File: config.mk
export PLATFORM = sky130hd
export DESIGN_NAME = cfg_readback_tx_flat
export DESIGN_NICKNAME = d
export VERILOG_FILES = /design/src/rtl/cfg_readback_tx_pkg.sv /design/src/rtl/cfg_readback_tx_if.sv /design/src/rtl/cfg_readback_baud.sv /design/src/rtl/cfg_readback_tx.sv /design/src/flat_wrapper.sv
export SDC_FILE = /design/constraint.sdc
export NUM_CORES = 1
export LEC_CHECK = 0
export ABC_AREA = 1
export BUFFER_PORTS_ARGS = -buffer_cell sky130_fd_sc_hd__buf_2
export CAP_MARGIN = 20
export CORE_MARGIN = 10
export CORE_UTILIZATION = 52
export CTS_CLUSTER_DIAMETER = 60
export DETAILED_ROUTE_END_ITERATION = 12
export HOLD_SLACK_MARGIN = 0.03
export PLACE_DENSITY = 0.85
export SLEW_MARGIN = 40
export SYNTH_ARGS = -nofsm -noshare
export SYNTH_HDL_FRONTEND = slang
export SYNTH_SLANG_ARGS = --single-unit
export TNS_END_PERCENT = 30
File: constraint.sdc
create_clock -name clk -period 1.8 [get_ports clk]
set_input_delay 0.27 -clock clk [delete_from_list [all_inputs] [get_ports clk]]
set_output_delay 0.27 -clock clk [all_outputs]
set_load 0.01 [all_outputs]
File: src/rtl/cfg_readback_tx_pkg.sv
// Shared types and constants for the configuration readback transmitter.
package cfg_readback_tx_pkg;

  localparam int unsigned DATA_W     = 35;
  localparam int unsigned DIV_W      = 8;
  localparam int unsigned KEY_MSB    = 34;
  localparam int unsigned KEY_LSB    = 33;
  localparam int unsigned FRAME_BITS = 38;
  localparam int unsigned IDX_W      = 6;
  localparam int unsigned LAST_IDX   = DATA_W - 1;

  typedef enum logic [2:0] {
    StIdle   = 3'd0,
    StCheck  = 3'd1,
    StStart  = 3'd2,
    StData   = 3'd3,
    StParity = 3'd4,
    StStop   = 3'd5,
    StDeny   = 3'd6
  } state_e;

  function automatic logic even_parity(input logic [DATA_W-1:0] word);
    return ^word;
  endfunction

endpackage

File: src/rtl/cfg_readback_tx_if.sv
// Request/response bundle between a readback requester and the transmitter.
interface cfg_readback_tx_if;
  import cfg_readback_tx_pkg::*;

  logic              rd_req;
  logic [1:0]        rd_key;
  logic [DATA_W-1:0] mem_data;
  logic [DIV_W-1:0]  baud_div;
  logic              tx_dout;
  logic              busy;
  logic              done;
  logic              denied;
  logic [2:0]        dbg_state;

  modport master (
    output rd_req, rd_key, mem_data, baud_div,
    input  tx_dout, busy, done, denied, dbg_state
  );

  modport slave (
    input  rd_req, rd_key, mem_data, baud_div,
    output tx_dout, busy, done, denied, dbg_state
  );

endinterface

File: src/rtl/cfg_readback_baud.sv
// Bit-period counter: counts 0..div_i while running and pulses bit_tick_o on the last cycle.
module cfg_readback_baud
  import cfg_readback_tx_pkg::*;
(
  input  logic             clk,
  input  logic             arst,
  input  logic [DIV_W-1:0] div_i,
  input  logic             run_i,
  output logic             bit_tick_o
);

  logic [DIV_W-1:0] cnt_q, cnt_d;

  assign bit_tick_o = run_i && (cnt_q == div_i);

  always_comb begin
    cnt_d = cnt_q + DIV_W'(1);
    if (!run_i || bit_tick_o) begin
      cnt_d = '0;
    end
  end

  always_ff @(posedge clk or posedge arst) begin
    if (arst) begin
      cnt_q <= '0;
    end else begin
      cnt_q <= cnt_d;
    end
  end

endmodule

File: src/rtl/cfg_readback_tx.sv
// Snapshots the configuration word on an authorised request and sends it as a framed,
// even-parity serial stream: start, 35 data bits LSB first, parity, stop.
module cfg_readback_tx
  import cfg_readback_tx_pkg::*;
(
  input  logic               clk,
  input  logic               arst,
  cfg_readback_tx_if.slave   bus
);

  state_e            state_q, state_d;
  logic              req_q, req_d;
  logic [DATA_W-1:0] shift_q, shift_d;
  logic              parity_q, parity_d;
  logic [DIV_W-1:0]  div_q, div_d;
  logic [IDX_W-1:0]  idx_q, idx_d;
  logic              tx_q, tx_d;
  logic              busy_q, busy_d;
  logic              done_q, done_d;
  logic              denied_q, denied_d;

  logic start_evt;
  logic run;
  logic bit_tick;

  assign start_evt = bus.rd_req & ~req_q;
  assign run       = (state_q == StStart) || (state_q == StData) ||
                     (state_q == StParity) || (state_q == StStop);

  cfg_readback_baud u_baud (
    .clk        (clk),
    .arst       (arst),
    .div_i      (div_q),
    .run_i      (run),
    .bit_tick_o (bit_tick)
  );

  always_ff @(posedge clk or posedge arst) begin
    if (arst) begin
      state_q  <= StIdle;
      req_q    <= 1'b1; // a request held high across reset must not start a frame
      shift_q  <= '0;
      parity_q <= 1'b0;
      div_q    <= '0;
      idx_q    <= '0;
      tx_q     <= 1'b1;
      busy_q   <= 1'b0;
      done_q   <= 1'b0;
      denied_q <= 1'b0;
    end else begin
      state_q  <= state_d;
      req_q    <= req_d;
      shift_q  <= shift_d;
      parity_q <= parity_d;
      div_q    <= div_d;
      idx_q    <= idx_d;
      tx_q     <= tx_d;
      busy_q   <= busy_d;
      done_q   <= done_d;
      denied_q <= denied_d;
    end
  end

  always_comb begin
    state_d  = state_q;
    req_d    = bus.rd_req;
    shift_d  = shift_q;
    parity_d = parity_q;
    div_d    = div_q;
    idx_d    = idx_q;
    case (state_q)
      StIdle: begin
        if (start_evt) state_d = StCheck;
      end
      StCheck: begin
        shift_d  = bus.mem_data;
        div_d    = bus.baud_div;
        parity_d = even_parity(bus.mem_data);
        idx_d    = '0;
        state_d  = (bus.rd_key == bus.mem_data[KEY_MSB:KEY_LSB]) ? StStart : StDeny;
      end
      StDeny: state_d = StIdle;
      StStart: begin
        if (bit_tick) state_d = StData;
      end
      StData: begin
        if (bit_tick) begin
          shift_d = shift_q >> 1;
          if (idx_q == IDX_W'(LAST_IDX)) begin
            state_d = StParity;
          end else begin
            idx_d = idx_q + IDX_W'(1);
          end
        end
      end
      StParity: begin
        if (bit_tick) state_d = StStop;
      end
      StStop: begin
        if (bit_tick) state_d = StIdle;
      end
      default: state_d = StIdle;
    endcase
  end

  // Outputs are derived from the next state so that the registered copies line up
  // with the state they describe.
  always_comb begin
    tx_d = 1'b1;
    case (state_d)
      StStart:  tx_d = 1'b0;
      StData:   tx_d = shift_d[0];
      StParity: tx_d = parity_d;
      default:  tx_d = 1'b1;
    endcase
    busy_d   = (state_d != StIdle);
    done_d   = (state_q == StStop) && bit_tick;
    denied_d = (state_d == StDeny);
  end

  assign bus.tx_dout   = tx_q;
  assign bus.busy      = busy_q;
  assign bus.done      = done_q;
  assign bus.denied    = denied_q;
  assign bus.dbg_state = state_q;

endmodule

File: src/flat_wrapper.sv
// flat-port wrapper written by rule: the top's interface ports become plain ports
module cfg_readback_tx_flat import cfg_readback_tx_pkg::*;
  (clk, arst, bus_rd_req, bus_rd_key, bus_mem_data, bus_baud_div, bus_tx_dout, bus_busy, bus_done, bus_denied, bus_dbg_state);
  cfg_readback_tx_if bus_i ();
  input  logic clk;
  input  logic arst;
  input wire logic [$bits(bus_i.rd_req)-1:0] bus_rd_req;
  input wire logic [$bits(bus_i.rd_key)-1:0] bus_rd_key;
  input wire logic [$bits(bus_i.mem_data)-1:0] bus_mem_data;
  input wire logic [$bits(bus_i.baud_div)-1:0] bus_baud_div;
  output wire logic [$bits(bus_i.tx_dout)-1:0] bus_tx_dout;
  output wire logic [$bits(bus_i.busy)-1:0] bus_busy;
  output wire logic [$bits(bus_i.done)-1:0] bus_done;
  output wire logic [$bits(bus_i.denied)-1:0] bus_denied;
  output wire logic [$bits(bus_i.dbg_state)-1:0] bus_dbg_state;
  assign bus_i.rd_req = bus_rd_req;
  assign bus_i.rd_key = bus_rd_key;
  assign bus_i.mem_data = bus_mem_data;
  assign bus_i.baud_div = bus_baud_div;
  assign bus_tx_dout = bus_i.tx_dout;
  assign bus_busy = bus_i.busy;
  assign bus_done = bus_i.done;
  assign bus_denied = bus_i.denied;
  assign bus_dbg_state = bus_i.dbg_state;
  cfg_readback_tx u_core (.clk(clk), .arst(arst), .bus(bus_i));
endmodule
==> impl_metrics.tcl <==
set metrics [dict create \
    yosysSeqAreaShare_pct 43.2 \
    synth_nets 570 \
    worst_ep_required_time_ns 2.04 \
    dieArea_um2 11200 \
    synth_edf_count 0 \
    setup_tns_ns -0.914 \
    synthSimpleGateAreaFrac_pct 35.3 \
    cts_sinks 66 \
    endpoint_kind "register" \
    yosysMostFrequentCell "nand2_1" \
    p_per_area_nw_per_um2 677 \
    wl_per_cell_um 13.8 \
    slew_headroom_pct 60.3 \
    rsz0062_at_grt "true" \
    cts_max_path_buffers 2 \
    final_nets 643 \
    clkTransAtPathRegs_ns 0.07 \
    io_buffers 54 \
    avgSynthCellArea_um2 7.38 \
    antenna_cells 0 \
    place_ws_ns -0.0345 \
    dr.pass1.iters 6 \
    rows 31 \
    synth_top_area_cell "dfrtp_1" \
    final_area_um2 4670 \
    grt_usage_pct 16.7 \
    cp-startpoint "u_core.u_baud.cnt_q[6]" \
    final_antenna_net_count 0 \
    holdCritStartpoint "bus_baud_div[2]" \
    synth-seq-cells 66 \
    n_fill_cell 602 \
    grt_pass1_vias 3507 \
    drtIter0Drc 301 \
    synth-adder-area-share_pct 0.980 \
    cts_root_buf "clkbuf_8" \
    synth_top_family_by_area "simple AND/OR/NAND/NOR gates" \
    cp_max_fo 5 \
    async_flop_share_pct 100 \
    viasPerCell 5.24 \
    setup_viol 32 \
    cp_common_cell "nand2_4" \
    register_area_um2 1650 \
    r2r_slack_ns -0.08 \
    core_um2 7210 \
    antenna_found_initial 0 \
    period_needed_ns 1.88 \
    grt_pass1_wl_um 15400 \
    ys_types 33 \
    path_class "register to register" \
    place.gp.congestion 0.837 \
    crit_chain "xor2_1 > nor3_2 > nand2_4 > a21oi_4 > nand2_4 > inv_4 > nand2_2 > o21ai_1 > a21oi_1" \
    r2r_end "u_core.idx_q[2]" \
    die_h_um 106 \
    worstRegToRegCells 9 \
    crit_buf_inv 1 \
    multi_input_area_um2 1980 \
    maxCapViolCount 0 \
    layout_setup_ws_ns -0.0794 \
    syn_area_um2 3830 \
    drt-total-wl_um 9630 \
    slew_viol_final 0 \
    skew_ns 0.0119 \
    cpLargestDelayFamily "simple AND/OR/NAND/NOR gates" \
    slowest_delay_ns 0.42 \
    final_layout_size_suffix_gt1_share_pct 22.1 \
    ys.flop_type "dfrtp_1" \
    clk_latency_ns 0.35 \
    syn_to_final_growth_pct 22.0 \
    start_kind "register" \
    cts_tree "yes" \
    worstHoldPathCells 3 \
    placed_cell_area_um2 4280 \
    drc 0 \
    ys_warn_count 0 \
    yosysTopAreaCellShare_pct 41.8 \
    violations "setup timing" \
    finalCritPeriodShare_pct 104 \
    start_util_pct 53.1 \
    fmax_ghz 0.532 \
    crit-reg2reg-launch "u_core.u_baud.cnt_q[6]" \
    grt_max_degree 34 \
    cp.arrival_ns 2.11 \
    hold_viol_final 0 \
    ys_top_cells_by_count "nand2_1, nand3_1, dfrtp_1" \
    cts.htree.levels 3 \
    synth.area.mux_share_pct 0 \
    synth_xor_area_share_pct 7.09 \
    hpwlAfterDp_um 7050 \
    max_slew.worst_pin.slew_ns 0.595 \
    syn_inst 519 \
    ir_drop_uv 401 \
    synth_compound_area_share_pct 6.27 \
    cts_buffers 9 \
    p_leak_nw 2.31 \
    num_vias 3646 \
    hold_path.class "input port to register" \
    outcome "finished with violations" \
    min_to "u_core.div_q[2]" \
    overflow 0 \
    ys_top_cells_by_area "dfrtp_1, nand2_1, nand3_1" \
    crit_slowest_cell "dfrtp_1" \
    io_pins 55 \
    die_w_um 106 \
]
-- area by class of cell --
cell class	instances	share of cell area, %
multi-input cells	384	42.4
flip-flops and latches	66	35.4
repair buffers	77	10.2
inverters	54	4.82
clock buffers	14	3.70
well taps	99	2.65
clock inverters	2	0.750
-- power by group --
part           internal, W  switching [W]
combinational     0.000138       0.000223
clock             0.000753       0.000564
sequential         0.00148    0.000000268
-- how the worst max path moves through the flow --
stage / cells past startpoint / end
finish: 9 / u_core.idx_q[2]
detailed placement: 7 / u_core.shift_q[20]
global placement: 11 / u_core.bus.tx_dout
global route: 10 / u_core.idx_q[2]
floorplan: 9 / u_core.idx_q[3]
CTS: 7 / u_core.shift_q[30]
-- cells in the final DEF, fill, tap and decap left out, types with 3 or more instances in the layout --
| cell type | n |
|---|---|
| and3_1 | 3 |
| buf_4 | 18 |
| nand2_2 | 13 |
| nor2_1 | 14 |
| xor2_1 | 14 |
| nand2_4 | 3 |
| a21oi_1 | 6 |
| nor3b_1 | 3 |
| o21ai_0 | 4 |
| clkbuf_8 | 12 |
| inv_2 | 8 |
| xnor2_1 | 17 |
| nand3_1 | 63 |
| nand2_1 | 191 |
| ha_1 | 3 |
| inv_1 | 43 |
| o211ai_1 | 13 |
| buf_2 | 54 |
| nor3_1 | 6 |
| nor4_1 | 3 |
| o21ai_1 | 5 |
| nor2_2 | 3 |
| dfrtp_1 | 64 |
-- state kept, by name, indices dropped and copies added, names as in the netlist --
signal	cells
u_core.shift_q	35
u_core.div_q	8
u_core.u_baud.cnt_q	8
u_core.idx_q	6
u_core.bus.dbg_state	3
u_core.bus.busy	1
u_core.bus.denied	1
u_core.bus.done	1
u_core.bus.tx_dout	1
u_core.parity_q	1
u_core.req_q	1
-- metal layers --
layer,part of all wire (%),GRT usage [%],wire length (µm)
met5,0,0,0
met4,2.8,8.22,270
met3,5.3,3.41,511
met2,48,27.7,4650
met1,44,20.1,4200
-- repair_timing --
item                       in CTS  in global routing
hold endpoints to repair       22                  0
gates resized for setup         1                 31
cloned                          0                  1
pin swaps                       1                  7
hold buffers                    2                  0
setup endpoints to repair      20                 49
buffers inserted                0                  6
-- worst register-to-register path: cells and delay by family, from the launching register on --
family,cells,cell delay (ns)
simple gates,4,0.66
compound gates,3,0.45
flops,1,0.42
buf+inv,1,0.08
xor+xnor,1,0.17
-- logic make-up (layout without fill, tap and decap cells) --
| kind of cell | after synthesis | after routing |
|---|---|---|
| simple gates | 314 | 315 |
| buf+inv | 70 | 147 |
| flops | 66 | 66 |
| compound gates | 35 | 35 |
| xor+xnor | 31 | 31 |
| fa+ha+maj | 3 | 3 |
-- per-stage QoR --
step | cells | total power [W] | utilization (%) | hold slack, ns
6_report | 696 | 0.00316 | 64.7 | 0.109
5_1_grt | 696 | 0.00329 | 64.7 | 0.128
4_1_cts | 689 | 0.00317 | 62.5 | 0.104
3_5_place_dp | 671 | 0.00187 | 59.3 | 0.368
3_3_place_gp | 671 | 0.00185 | 59.3 | 0.354
2_1_floorplan | 519 | 0.00174 | - | 0.274
No activity file was read; power rests on OpenSTA's default activity.
